$ cat config.mk
export PLATFORM = sky130hd
export DESIGN_NAME = irq_ctrl
export DESIGN_NICKNAME = d
export VERILOG_FILES = /design/src/rtl/irq_ctrl_pkg.sv /design/src/rtl/irq_sync.sv /design/src/rtl/irq_ctrl.sv
export SDC_FILE = /design/constraint.sdc
export NUM_CORES = 1
export LEC_CHECK = 0
export ABC_AREA = 0
export BUFFER_PORTS_ARGS = -buffer_cell sky130_fd_sc_hd__buf_2
export CAP_MARGIN = 0
export CORE_ASPECT_RATIO = 1.1
export CORE_UTILIZATION = 45
export CTS_CLUSTER_SIZE = 8
export DETAILED_ROUTE_END_ITERATION = 10
export GPL_ROUTABILITY_DRIVEN = 0
export PLACE_DENSITY = 0.69
export SLEW_MARGIN = 20
export SYNTH_ARGS = -nofsm -noshare
export SYNTH_HDL_FRONTEND = slang
export SYNTH_SLANG_ARGS = --single-unit
$ cat constraint.sdc
create_clock -name clk -period 1.4 [get_ports clk]
set_input_delay 0.14 -clock clk [delete_from_list [all_inputs] [get_ports clk]]
set_output_delay 0.14 -clock clk [all_outputs]
set_load 0.02 [all_outputs]
$ cat src/rtl/irq_ctrl_pkg.sv
// Register map and field positions shared by the external interrupt controller.
package irq_ctrl_pkg;

  typedef enum logic [1:0] {
    IRQ_PENDING = 2'd0,
    IRQ_MASK    = 2'd1,
    IRQ_MODE    = 2'd2,
    IRQ_CAUSE   = 2'd3
  } irq_reg_e;

  localparam int IRQ_CAUSE_INSVC = 31;
  localparam int IRQ_REG_W       = 32;

endpackage

$ cat src/rtl/irq_sync.sv
// Two-flop synchroniser per interrupt line plus a history flop for rising-edge detect.
module irq_sync #(
  parameter int W = 8
) (
  input  logic         clk,
  input  logic         rst_n,
  input  logic [W-1:0] async_i,
  output logic [W-1:0] s2_o,
  output logic [W-1:0] rise_o
);

  logic [W-1:0] s1_q;
  logic [W-1:0] s2_q;
  logic [W-1:0] prev_q;

  always_ff @(posedge clk or negedge rst_n) begin
    if (!rst_n) begin
      s1_q   <= '0;
      s2_q   <= '0;
      prev_q <= '0;
    end else begin
      s1_q   <= async_i;
      s2_q   <= s1_q;
      prev_q <= s2_q;
    end
  end

  assign s2_o   = s2_q;
  assign rise_o = s2_q & ~prev_q;

endmodule

$ cat src/rtl/irq_ctrl.sv
// External interrupt controller feeding CP0 ir_in: pending/mask/mode registers,
// lowest-index priority, and an in-service interlock released by ERET.
module irq_ctrl
  import irq_ctrl_pkg::*;
#(
  parameter int                 NUM_SRC  = 8,
  parameter int                 ID_W     = (NUM_SRC > 1) ? $clog2(NUM_SRC) : 1,
  parameter logic [NUM_SRC-1:0] MODE_RST = '1
) (
  input  logic                 clk,
  input  logic                 rst_n,
  input  logic [NUM_SRC-1:0]   irq_src,
  output logic                 ir_out,
  input  logic                 irq_ack,
  input  logic                 eret,
  output logic [ID_W-1:0]      irq_id,
  input  logic                 reg_we,
  input  logic [1:0]           reg_addr,
  input  logic [IRQ_REG_W-1:0] reg_wdata,
  output logic [IRQ_REG_W-1:0] reg_rdata
);

  logic [NUM_SRC-1:0]   s2;
  logic [NUM_SRC-1:0]   rise;
  logic [NUM_SRC-1:0]   pending_q, pending_d;
  logic [NUM_SRC-1:0]   mask_q, mask_d;
  logic [NUM_SRC-1:0]   mode_q, mode_d;
  logic                 in_service_q, in_service_d;
  logic                 ir_out_q, ir_out_d;
  logic [ID_W-1:0]      irq_id_q, irq_id_d;
  logic [IRQ_REG_W-1:0] rdata_q, rdata_d;

  logic [NUM_SRC-1:0]   masked;
  logic [NUM_SRC-1:0]   win_onehot;
  logic [NUM_SRC-1:0]   w1c;
  logic [NUM_SRC-1:0]   clr;
  logic [NUM_SRC-1:0]   wr_val;
  logic                 ack_accept;
  irq_reg_e             sel;
  wire                  unused_wdata = &{1'b0, reg_wdata};

  irq_sync #(.W(NUM_SRC)) u_sync (
    .clk    (clk),
    .rst_n  (rst_n),
    .async_i(irq_src),
    .s2_o   (s2),
    .rise_o (rise)
  );

  // Lowest set index wins; an empty vector encodes as 0.
  function automatic logic [ID_W-1:0] prio_enc(input logic [NUM_SRC-1:0] v);
    prio_enc = '0;
    for (int i = NUM_SRC - 1; i >= 0; i--) begin
      if (v[i]) prio_enc = ID_W'(i);
    end
  endfunction

  assign sel        = irq_reg_e'(reg_addr);
  assign wr_val     = reg_wdata[NUM_SRC-1:0];
  assign masked     = pending_q & mask_q;
  assign win_onehot = masked & (~masked + NUM_SRC'(1));
  assign ack_accept = irq_ack & ir_out_q;
  assign w1c        = (reg_we && sel == IRQ_PENDING) ? wr_val : '0;
  assign clr        = w1c | (ack_accept ? win_onehot : '0);

  always_comb begin
    // Edge lines: a same-cycle rise beats any clear. Level lines mirror s2.
    pending_d    = (mode_q & (rise | (pending_q & ~clr))) | (~mode_q & s2);
    mask_d       = mask_q;
    mode_d       = mode_q;
    in_service_d = in_service_q;
    irq_id_d     = irq_id_q;
    ir_out_d     = (|masked) & ~in_service_q & ~ack_accept;
    rdata_d      = '0;

    if (reg_we && sel == IRQ_MASK) mask_d = wr_val;
    if (reg_we && sel == IRQ_MODE) mode_d = wr_val;

    if (ack_accept) begin
      in_service_d = 1'b1;
      irq_id_d     = prio_enc(masked);
    end else if (eret) begin
      in_service_d = 1'b0;
    end

    case (sel)
      IRQ_PENDING: rdata_d[NUM_SRC-1:0] = pending_q;
      IRQ_MASK:    rdata_d[NUM_SRC-1:0] = mask_q;
      IRQ_MODE:    rdata_d[NUM_SRC-1:0] = mode_q;
      IRQ_CAUSE: begin
        rdata_d[IRQ_CAUSE_INSVC] = in_service_q;
        rdata_d[ID_W-1:0]        = irq_id_q;
      end
      default:     rdata_d = '0;
    endcase
  end

  always_ff @(posedge clk or negedge rst_n) begin
    if (!rst_n) begin
      pending_q    <= '0;
      mask_q       <= '0;
      mode_q       <= MODE_RST;
      in_service_q <= 1'b0;
      ir_out_q     <= 1'b0;
      irq_id_q     <= '0;
      rdata_q      <= '0;
    end else begin
      pending_q    <= pending_d;
      mask_q       <= mask_d;
      mode_q       <= mode_d;
      in_service_q <= in_service_d;
      ir_out_q     <= ir_out_d;
      irq_id_q     <= irq_id_d;
      rdata_q      <= rdata_d;
    end
  end

  assign ir_out    = ir_out_q;
  assign irq_id    = irq_id_q;
  assign reg_rdata = rdata_q;

endmodule
==> flow_metrics.tcl <==
set metrics [dict create \
    ys.flop_type "dfrtp_1" \
    clock_path_buffers 2 \
    critPathSlowestCell "dfrtp_1" \
    fin_nets 305 \
    crit_buf_inv 0 \
    drive_above_1_share_pct 36.5 \
    netlist_area_um2 2530 \
    clock_tree.root_cell "clkbuf_8" \
    antenna_found_initial 0 \
    ys_ff_latch 62 \
    drt_iter0_drc 142 \
    dieWidth_um 73.6 \
    cp.arrival_ps 1570 \
    synth_top_area_share_pct 53.3 \
    placed_area_um2 2780 \
    hpwl_mm 3.07 \
    io_pins 83 \
    ys_seq_area_share_pct 61.6 \
    grt.overflow.total 0 \
    synth_area_per_cell_um2 13.1 \
    area_growth_syn_to_layout_pct 21.2 \
    grtUsageTotal_pct 16.8 \
    synth_edf_count 0 \
    antennaDiodeCount 0 \
    rsz0062_at_grt "yes" \
    htreeDepth 3 \
    timing.final.hold_violations 0 \
    grt_max_degree 63 \
    wire_per_inst_um 13.5 \
    setup_violations 0 \
    fin_area_um2 3070 \
    layout_min_cycle_time_ps 1350 \
    worstSetupPathType "flop to flop" \
    fill_cells 476 \
    p_leak_nw 1.48 \
    drc_errors 0 \
    crit_family "compound AO/OA/AOI/OAI gates" \
    yosysMostFrequentCell "dfrtp_1" \
    firstDrtPassIters 4 \
    grt_pass1_vias 1467 \
    setup_ws_ps 46.5 \
    crit_chain "a22oi_4, and4_4, nand4_1, a22o_1" \
    synth_cells 193 \
    final_core_util_pct 56.9 \
    start_util_pct 47.0 \
    crit_required_ps 1620 \
    run_status "completed" \
    ys_warn_count 0 \
    routed_wl_mm 4.56 \
    dieArea_um2 5940 \
    crit_path_max_fanout 4 \
    period_share_pct 96.7 \
    cts_made_buffers 9 \
    die_y_um 80.7 \
    dp_slack_ps -20.7 \
    insertion_delay_ps 330 \
    power.density_nw_per_um2 1520 \
    async_flop_share_pct 100 \
    finClkSkew_ps 7.63 \
    cts_sinks 62 \
    clk_pin_slew_ps 70 \
    max_cap_viol_count 0 \
    synth_top_area_cell "dfrtp_1" \
    vias 1603 \
    vdd_drop_max_v 0.000578 \
    slowest_delay_ps 400 \
    io_buffers 35 \
    cts_tree "built" \
    start_kind "flop" \
    drv_slew 0 \
    crit_path_end_kind "flop" \
    row_count 28 \
    ant_nets 0 \
    ys_types 33 \
    hp-class "input port to flop" \
    fmax_mhz 739 \
    yosys-top-cells-count "dfrtp_1 (54), nand2_1 (35), buf_4 (24)" \
    avgViaCountPerCell 4.74 \
    yosys-top-cells-area "dfrtp_1 (53%), dfstp_2 (8.3%), buf_4 (7.1%)" \
    core_area_um2 5400 \
    grt_pass1_wl_mm 7.11 \
]
-- worst paths after layout --
kind	slack, ps	end	startpoint	cells after the start
worst max register to register	50	pending_q[5]	mask_q[3]	4
min in group asynchronous	360	mask_q[1]	rst_n	3
worst min-delay path	70	mode_q[0]	reg_wdata[0]	2
max in group asynchronous	720	mode_q[1]	rst_n	3
worst min register to register	350	u_sync.s2_o[3]	u_sync.s1_q[3]	0
worst max-delay path	50	pending_q[5]	mask_q[3]	4
-- layout make-up --
cell class / instances / area (um2) / share of cell area, %
clock buffers: 14 / 153 / 4.97
clock inverters: 2 / 10.0 / 0.326
inverters: 1 / 3.75 / 0.122
multi-input cells: 127 / 871 / 28.4
flip-flops and latches: 62 / 1560 / 50.9
well taps: 75 / 93.8 / 3.05
repair buffers: 57 / 378 / 12.3
-- state kept, by name, summed over array words and instances, names as in the netlist --
register and cells:
ir_out 1, u_sync.s1_q 8, u_sync.s2_o 8, irq_id 3
mask_q 8, pending_q 8, reg_rdata 9, mode_q 8
in_service_q 1, u_sync.prev_q 8
-- stage by stage --
stage / instances / total power (W) / hold slack, ps / TNS [ps]
after floorplan: 215 / 0.00302 / -156 / 0
final: 338 / 0.00468 / 74.7 / 0
after global placement: 309 / 0.00331 / 171 / 0
after CTS: 336 / 0.00469 / 57.6 / 0
after detailed placement: 309 / 0.00334 / 187 / -29.5
after global routing: 338 / 0.00491 / 66.1 / -12.7
-- worst reg2reg max path, stage by stage (launching register included) --
cell     delay (ps)
dfrtp_1         400
a22oi_4         240
and4_4          280
nand4_1         100
a22o_1          230
-- timing repair --
item,4_1_cts,5_1_grt
gates resized for setup,0,3
gates cloned,0,0
pin swaps,1,5
hold buffers,10,0
hold endpoints to repair,63,0
setup buffers,1,2
endpoints found under the setup margin,2,3
-- logic make-up after synthesis --
kind of cell / after synthesis / share of synthesized area (%)
DFF: 62 / 61.6
and+or+nand+nor: 50 / 9.58
AOI/OAI and AO/OA: 30 / 9.23
buffers and inverters: 26 / 7.70
muxes: 24 / 11.7
other: 1 / 0.148
-- cells in the final DEF (no fill, tap or decap), types with 4 or more instances in the layout --
| master | n |
|---|---|
| dfrtp_1 | 53 |
| nand2_1 | 35 |
| buf_2 | 35 |
| conb_1 | 23 |
| mux2_2 | 16 |
| buf_4 | 11 |
| clkbuf_8 | 10 |
| dlygate4sd3_1 | 10 |
| o21ai_0 | 8 |
| dfstp_2 | 8 |
| mux2i_1 | 5 |
| a22o_1 | 5 |
| a21o_1 | 4 |
| clkbuf_1 | 4 |
-- where the power goes --
| part | internal [W] | leakage [nW] | switching, W |
|---|---|---|---|
| logic | 0.000477 | 0.674 | 0.000569 |
| clock network | 0.000688 | 0.0844 | 0.000624 |
| registers | 0.00211 | 0.725 | 0.000211 |
| total | 0.00328 | 1.48 | 0.00140 |
-- layer usage --
| metal | global-route usage (%) | up-vias | share of wire [%] |
|---|---|---|---|
| met4 | 7.50 | 0 | 0.79 |
| met1 | 23.2 | 780 | 47 |
| met5 | 0 | - | 0 |
| met3 | 4.89 | 4 | 4.7 |
| li1 | - | 772 | - |
| met2 | 24.4 | 47 | 48 |
(Power assumes the default switching activity.)
